--- src/rtl/game_pkg.sv ---
// rtl/game_pkg.sv - shared state codes and default parameters for the game controller
//
// Purpose : state encoding and default parameters shared by game_controller
//           and its key_debounce sub-module.
// Contents: P_KEY, ENTER_BIT_DEF, DEBOUNCE_CYCLES_DEF, state_t (S_INIT..S_RESULT).
package game_pkg;

  localparam int P_KEY               = 4;
  localparam int ENTER_BIT_DEF       = 1;
  localparam int DEBOUNCE_CYCLES_DEF = 500000;   // 10 ms at 50 MHz

  // Codes are exposed on state_dbg, so the encoding is fixed, not left to the tool.
  typedef enum logic [2:0] {
    S_INIT       = 3'd0,
    S_SETUP      = 3'd1,
    S_PLAY_FPGA  = 3'd2,
    S_PLAY_USER  = 3'd3,
    S_CHECK      = 3'd4,
    S_NEXT_ROUND = 3'd5,
    S_ADVANCE    = 3'd6,
    S_RESULT     = 3'd7
  } state_t;

endpackage

--- src/rtl/key_debounce.sv ---
// rtl/key_debounce.sv - ENTER button synchronizer, debouncer and press pulse
//
// Purpose: brings an asynchronous active-low button into the clock_50 domain,
//          accepts a new level only after DEBOUNCE_CYCLES consecutive equal
//          samples, and emits a one-cycle pulse on each accepted press (1->0).
// Ports  : clock_50 (in)  system clock
//          R        (in)  synchronous active-high reset, clears everything
//          key_n    (in)  raw button, active-low, asynchronous
//          press_p  (out) one-cycle pulse per debounced press
module key_debounce #(
  parameter int DEBOUNCE_CYCLES = game_pkg::DEBOUNCE_CYCLES_DEF
) (
  input  logic clock_50,
  input  logic R,
  input  logic key_n,
  output logic press_p
);

  localparam int              CW     = $clog2(DEBOUNCE_CYCLES + 1);
  localparam logic [CW-1:0]   C_LAST = CW'(DEBOUNCE_CYCLES - 1);
  localparam logic [CW-1:0]   C_MAX  = CW'(DEBOUNCE_CYCLES);

  logic          r_sync0;
  logic          r_sync1;
  logic          r_stable;
  logic          r_press;
  logic [CW-1:0] r_cnt;

  // r_cnt counts consecutive synchronized samples that disagree with r_stable;
  // any agreeing sample restarts the count, so only a clean run is accepted.
  always_ff @(posedge clock_50) begin
    if (R) begin
      r_sync0  <= 1'b1;
      r_sync1  <= 1'b1;
      r_stable <= 1'b1;
      r_cnt    <= '0;
      r_press  <= 1'b0;
    end else begin
      r_sync0 <= key_n;
      r_sync1 <= r_sync0;
      r_press <= 1'b0;
      if (r_sync1 == r_stable) begin
        r_cnt <= '0;
      end else if (r_cnt >= C_LAST) begin
        // this is the DEBOUNCE_CYCLES-th disagreeing sample: accept the level
        r_stable <= r_sync1;
        r_cnt    <= '0;
        r_press  <= r_stable & ~r_sync1;
      end else if (r_cnt != C_MAX) begin
        r_cnt <= r_cnt + 1'b1;
      end
    end
  end

  assign press_p = r_press;

endmodule

--- src/rtl/game_controller.sv ---
// rtl/game_controller.sv - Moore FSM sequencing the game datapath
//
// Purpose: drives datapath commands (r1, r2, e1..e4, sel) from the current state,
//          advances on datapath status flags and the debounced ENTER press.
// Ports  : clock_50 (in)  system clock        R (in) sync active-high reset
//          key[P_KEY] (in) raw buttons, active-low; key[ENTER_BIT] is ENTER
//          end_fpga, end_user, end_time, win, match (in) datapath status
//          r1, r2, e1, e2, e3, e4, sel (out) datapath commands
//          state_dbg[3] (out) current state code
module game_controller #(
  parameter int P_KEY           = game_pkg::P_KEY,
  parameter int ENTER_BIT       = game_pkg::ENTER_BIT_DEF,
  parameter int DEBOUNCE_CYCLES = game_pkg::DEBOUNCE_CYCLES_DEF
) (
  input  logic             clock_50,
  input  logic             R,
  input  logic [P_KEY-1:0] key,
  input  logic             end_fpga,
  input  logic             end_user,
  input  logic             end_time,
  input  logic             win,
  input  logic             match,
  output logic             r1,
  output logic             r2,
  output logic             e1,
  output logic             e2,
  output logic             e3,
  output logic             e4,
  output logic             sel,
  output logic [2:0]       state_dbg
);

  import game_pkg::*;

  state_t r_state;
  state_t w_next;
  logic   w_enter_p;
  logic   w_unused_keys;

  // Only ENTER is used; the other buttons belong to the datapath side.
  assign w_unused_keys = &key;

  key_debounce #(
    .DEBOUNCE_CYCLES(DEBOUNCE_CYCLES)
  ) u_key_debounce (
    .clock_50 (clock_50),
    .R        (R),
    .key_n    (key[ENTER_BIT]),
    .press_p  (w_enter_p)
  );

  always_ff @(posedge clock_50) begin
    if (R) r_state <= S_INIT;
    else   r_state <= w_next;
  end

  always_comb begin
    w_next = r_state;
    case (r_state)
      S_INIT:       w_next = S_SETUP;
      S_SETUP:      if (w_enter_p) w_next = S_PLAY_FPGA;
      S_PLAY_FPGA:  if (end_fpga)  w_next = S_PLAY_USER;
      S_PLAY_USER: begin
        // a timeout wins over a simultaneous end of user entry
        if (end_time)      w_next = S_RESULT;
        else if (end_user) w_next = S_CHECK;
      end
      S_CHECK:      w_next = match ? S_NEXT_ROUND : S_RESULT;
      S_NEXT_ROUND: w_next = S_ADVANCE;
      // win is checked one cycle after the e4 increment so the count has settled
      S_ADVANCE:    w_next = win ? S_RESULT : S_PLAY_FPGA;
      S_RESULT:     if (w_enter_p) w_next = S_INIT;
      default:      w_next = S_INIT;
    endcase
  end

  always_comb begin
    r1  = 1'b0;
    r2  = 1'b0;
    e1  = 1'b0;
    e2  = 1'b0;
    e3  = 1'b0;
    e4  = 1'b0;
    sel = 1'b1;
    case (r_state)
      S_INIT:       begin r1 = 1'b1; r2 = 1'b1; end
      S_SETUP:      e1 = 1'b1;
      S_PLAY_FPGA:  e3 = 1'b1;
      S_PLAY_USER:  e2 = 1'b1;
      S_NEXT_ROUND: begin e4 = 1'b1; r2 = 1'b1; end
      S_RESULT:     sel = 1'b0;
      default:      sel = 1'b1;
    endcase
  end

  assign state_dbg = r_state;

endmodule

--- config.mk ---
export PLATFORM = sky130hd
export DESIGN_NAME = game_controller
export DESIGN_NICKNAME = d
export VERILOG_FILES = /design/src/rtl/game_pkg.sv /design/src/rtl/key_debounce.sv /design/src/rtl/game_controller.sv
export SDC_FILE = /design/constraint.sdc
export NUM_CORES = 1
export LEC_CHECK = 0
export CORE_UTILIZATION = 49
export DETAILED_ROUTE_END_ITERATION = 10
export GPL_TIMING_DRIVEN = 0
export MAX_ROUTING_LAYER = met4
export PLACE_DENSITY_LB_ADDON = 0.25
export SLEW_MARGIN = 20
export SYNTH_ARGS = -nofsm -noshare
export SYNTH_HDL_FRONTEND = slang
export SYNTH_HIERARCHICAL = 1
export SYNTH_SLANG_ARGS = --single-unit
--- constraint.sdc ---
create_clock -name clock_50 -period 1.7 [get_ports clock_50]
set_clock_uncertainty 0.15 [all_clocks]
set_input_delay 0.425 -clock clock_50 [delete_from_list [all_inputs] [get_ports clock_50]]
set_output_delay 0.425 -clock clock_50 [all_outputs]
set_load 0.01 [all_outputs]
==> results_dict.tcl <==
set metrics [dict create \
    p_per_area_mw_per_mm2 582 \
    seqCellArea_sq_um 566 \
    cts.sinks 26 \
    cts_hold_buf 0 \
    yosysSeqAreaShare_pct 33.1 \
    intPower_w 0.000965 \
    synth_seq_cells 26 \
    grt_pass1_wl_um 6570 \
    final_cells 255 \
    max_freq_mhz 552 \
    drive_above_1_share_pct 54.0 \
    synth_fp_nets 183 \
    hp-start "u_key_debounce/r_sync0" \
    p_sw_w 0.000384 \
    track_usage_pct 25.8 \
    core.rowCount 20 \
    slew_headroom_pct 66.3 \
    ant_nets 0 \
    status "finished with violations" \
    core-area_sq_mm 0.00305 \
    hpwl_um 2300 \
    diodes 0 \
    die_y_um 58.6 \
    synth_edf_count 0 \
    die_x_um 58.6 \
    multi_input_area_sq_mm 0.00117 \
    async_reset_ff_share_pct 0 \
    drc 0 \
    fin_util_pct 76.0 \
    fillCellCount 209 \
    arrival_ns 1.24 \
    vias 1438 \
    synthSimpleGateAreaFrac_pct 35.5 \
    clockRootBuffer "clkbuf_4" \
    first_pass_iters 4 \
    grt_max_degree 15 \
    finalHoldViolCount 0 \
    swShare_pct 28.5 \
    synth_flop_cell "dfxtp_1" \
    tns_ns -1.63 \
    place_congestion 0.851 \
    period_minus_slack_ns 1.81 \
    yosysWarnings 6 \
    antenna_found_initial 0 \
    finalSetupViolCount 22 \
    overflow 0 \
    start_util_pct 51.4 \
    top_level_ports 21 \
    final_nets 226 \
    cap_violations 0 \
    htreeDepth 1 \
    crit_required_ns 1.12 \
    r2r_cells 6 \
    synth_xor_area_share_pct 9.48 \
    rsz0062_at_grt "true" \
    die_area_sq_mm 0.00344 \
    p_leak_nw 0.843 \
    synth_top_family_by_area "simple AND/OR/NAND/NOR gates" \
    criticalPathCategory "reg -> out" \
    clkLatencyLatePin_ns 0.32 \
    crit_fanout 4 \
    peakVddDrop_mv 0.378 \
    synthMuxAreaShare_pct 3.35 \
    clk_pin_slew_ns 0.13 \
    hold_path.class "reg -> reg" \
    port_buffers 17 \
    cts_tree "done" \
    cts.path.max_buffers 2 \
    hold_path_depth 1 \
    grt_pass1_vias 1421 \
    wirelength_um 4190 \
    violations "negative setup slack" \
    rr_startpoint "u_key_debounce/r_cnt[10]" \
    first_iter_violations 56 \
    area_growth_pct 47.7 \
    hold_slack_ns 0.291 \
    critPathCaptureType "output port" \
    fin_crit_sh_pct 107 \
    power.clock.fraction_pct 23.1 \
    dp_cells 230 \
    syn_avg_cell_area_sq_um 9.29 \
    final_max_slew_viol_count 0 \
    synth_area_sq_mm 0.00157 \
    vias_per_cell 5.64 \
    syn_inst 169 \
    seq_power_share_pct 47.8 \
    wl_per_cell_um 16.4 \
    synth_cell_types 45 \
    layout_setup_ws_ns -0.111 \
    comb_power_share_pct 29.1 \
    synth-adder-area-share_pct 2.39 \
    worst_pin_slew_ns 0.501 \
    synth_compound_area_share_pct 10.0 \
    cts_buffers 3 \
    worst_setup_path_start_kind "flip-flop" \
    crit_start "state_dbg[1]" \
]
[power groups by stage]
stage | sequential [W] | combinational, W | clock (W)
final | 0.000645 | 0.000392 | 0.000312
after global placement | 0.000648 | 0.000324 | 0
after detailed placement | 0.000649 | 0.000332 | 0
after global routing | 0.000648 | 0.000420 | 0.000346
after CTS | 0.000635 | 0.000383 | 0.000318
after floorplan | 0.000654 | 0.000193 | 0
[metal layers]
layer / GRT usage [%] / share of wire, % / vias up / wire [um]
li1: - / - / 684 / -
met5: - / 0 / - / 0
met1: 28.6 / 40 / 684 / 1660
met3: 5.27 / 5.3 / 12 / 221
met2: 46.5 / 53 / 58 / 2210
met4: 7.82 / 2.4 / 0 / 99
[layout make-up]
cell class,count,area share (%)
clock buffer,4,1.56
buffer,4,2.32
inverter,7,1.35
timing repair buffer,42,17.4
sequential,26,24.4
multi-input combinational,128,50.6
tap,44,2.37
[stage by stage]
| stage | total power, W | instance area (sq um) | setup slack (ns) |
|---|---|---|---|
| 2_1_floorplan | 0.000846 | 1580 | 0.0452 |
| 3_3_place_gp | 0.000972 | 1800 | -0.321 |
| 3_5_place_dp | 0.000981 | 1800 | -0.417 |
| 4_1_cts | 0.00134 | 2120 | -0.161 |
| 5_1_grt | 0.00141 | 2320 | -0.190 |
| 6_report | 0.00135 | 2320 | -0.111 |
[flip-flops by register name, summed over array words and instances (netlist names)]
name	flops
state_dbg	3
u_key_debounce/r_cnt	19
u_key_debounce/press_p	1
u_key_debounce/r_sync0	1
u_key_debounce/r_sync1	1
u_key_debounce/r_stable	1
[what timing repair did]
| action | CTS | global route |
|---|---|---|
| pin swaps | 12 | 19 |
| cloned | 2 | 1 |
| setup buffers | 17 | 5 |
| resized for setup | 77 | 46 |
| setup endpoints to repair | 28 | 27 |
[kinds of logic (layout without fill, tap and decap cells)]
family / after synthesis / after routing
xor+xnor: 17 / 17
compound gates: 19 / 19
fa+ha+maj: 3 / 3
simple gates: 85 / 85
buf+inv: 15 / 57
mux: 4 / 4
flops: 26 / 26
[critical path, stage by stage (launching register included)]
cell and delay [ns]:
dfxtp_4 0.38, buf_6 0.12, nor3b_4 0.19, or2_4 0.14
buf_6 0.09
[path summary, 6_finish.rpt]
kind                              end  slack, ns
min reg2reg    u_key_debounce/r_sync1       0.29
max reg2reg  u_key_debounce/r_cnt[11]      -0.10
max                                r2      -0.11
min            u_key_debounce/r_sync1       0.29
[cells in the mapped netlist, types with 3 or more instances]
master   count  area, sq um
nor2_1       8         30.0
mux2i_1      3         30.0
inv_1        7         26.3
a31oi_1      4         25.0
dfxtp_1     26          521
nand4_1      7         43.8
and3_1       4         25.0
nand3_1      7         35.0
a21oi_1      3         15.0
xnor2_1      4         35.0
nor3_1      10         50.1
nor2_2       3         18.8
nor3_2      11          110
or2_2        3         18.8
buf_4        4         30.0
nand2_1     11         41.3
ha_1         3         37.5
xor2_1      13          114
[cell usage in the layout (no fill, tap or decap), types with 7 or more instances in the layout]
| cell type | instances |
|---|---|
| buf_6 | 8 |
| nor3_4 | 10 |
| buf_2 | 7 |
| buf_4 | 15 |
| xor2_1 | 12 |
| nor3_2 | 10 |
| nand4_1 | 7 |
| nand2_1 | 10 |
| dfxtp_4 | 10 |
| clkdlybuf4s50_1 | 7 |
| dfxtp_1 | 10 |
Power figures use the tool's default switching activity.
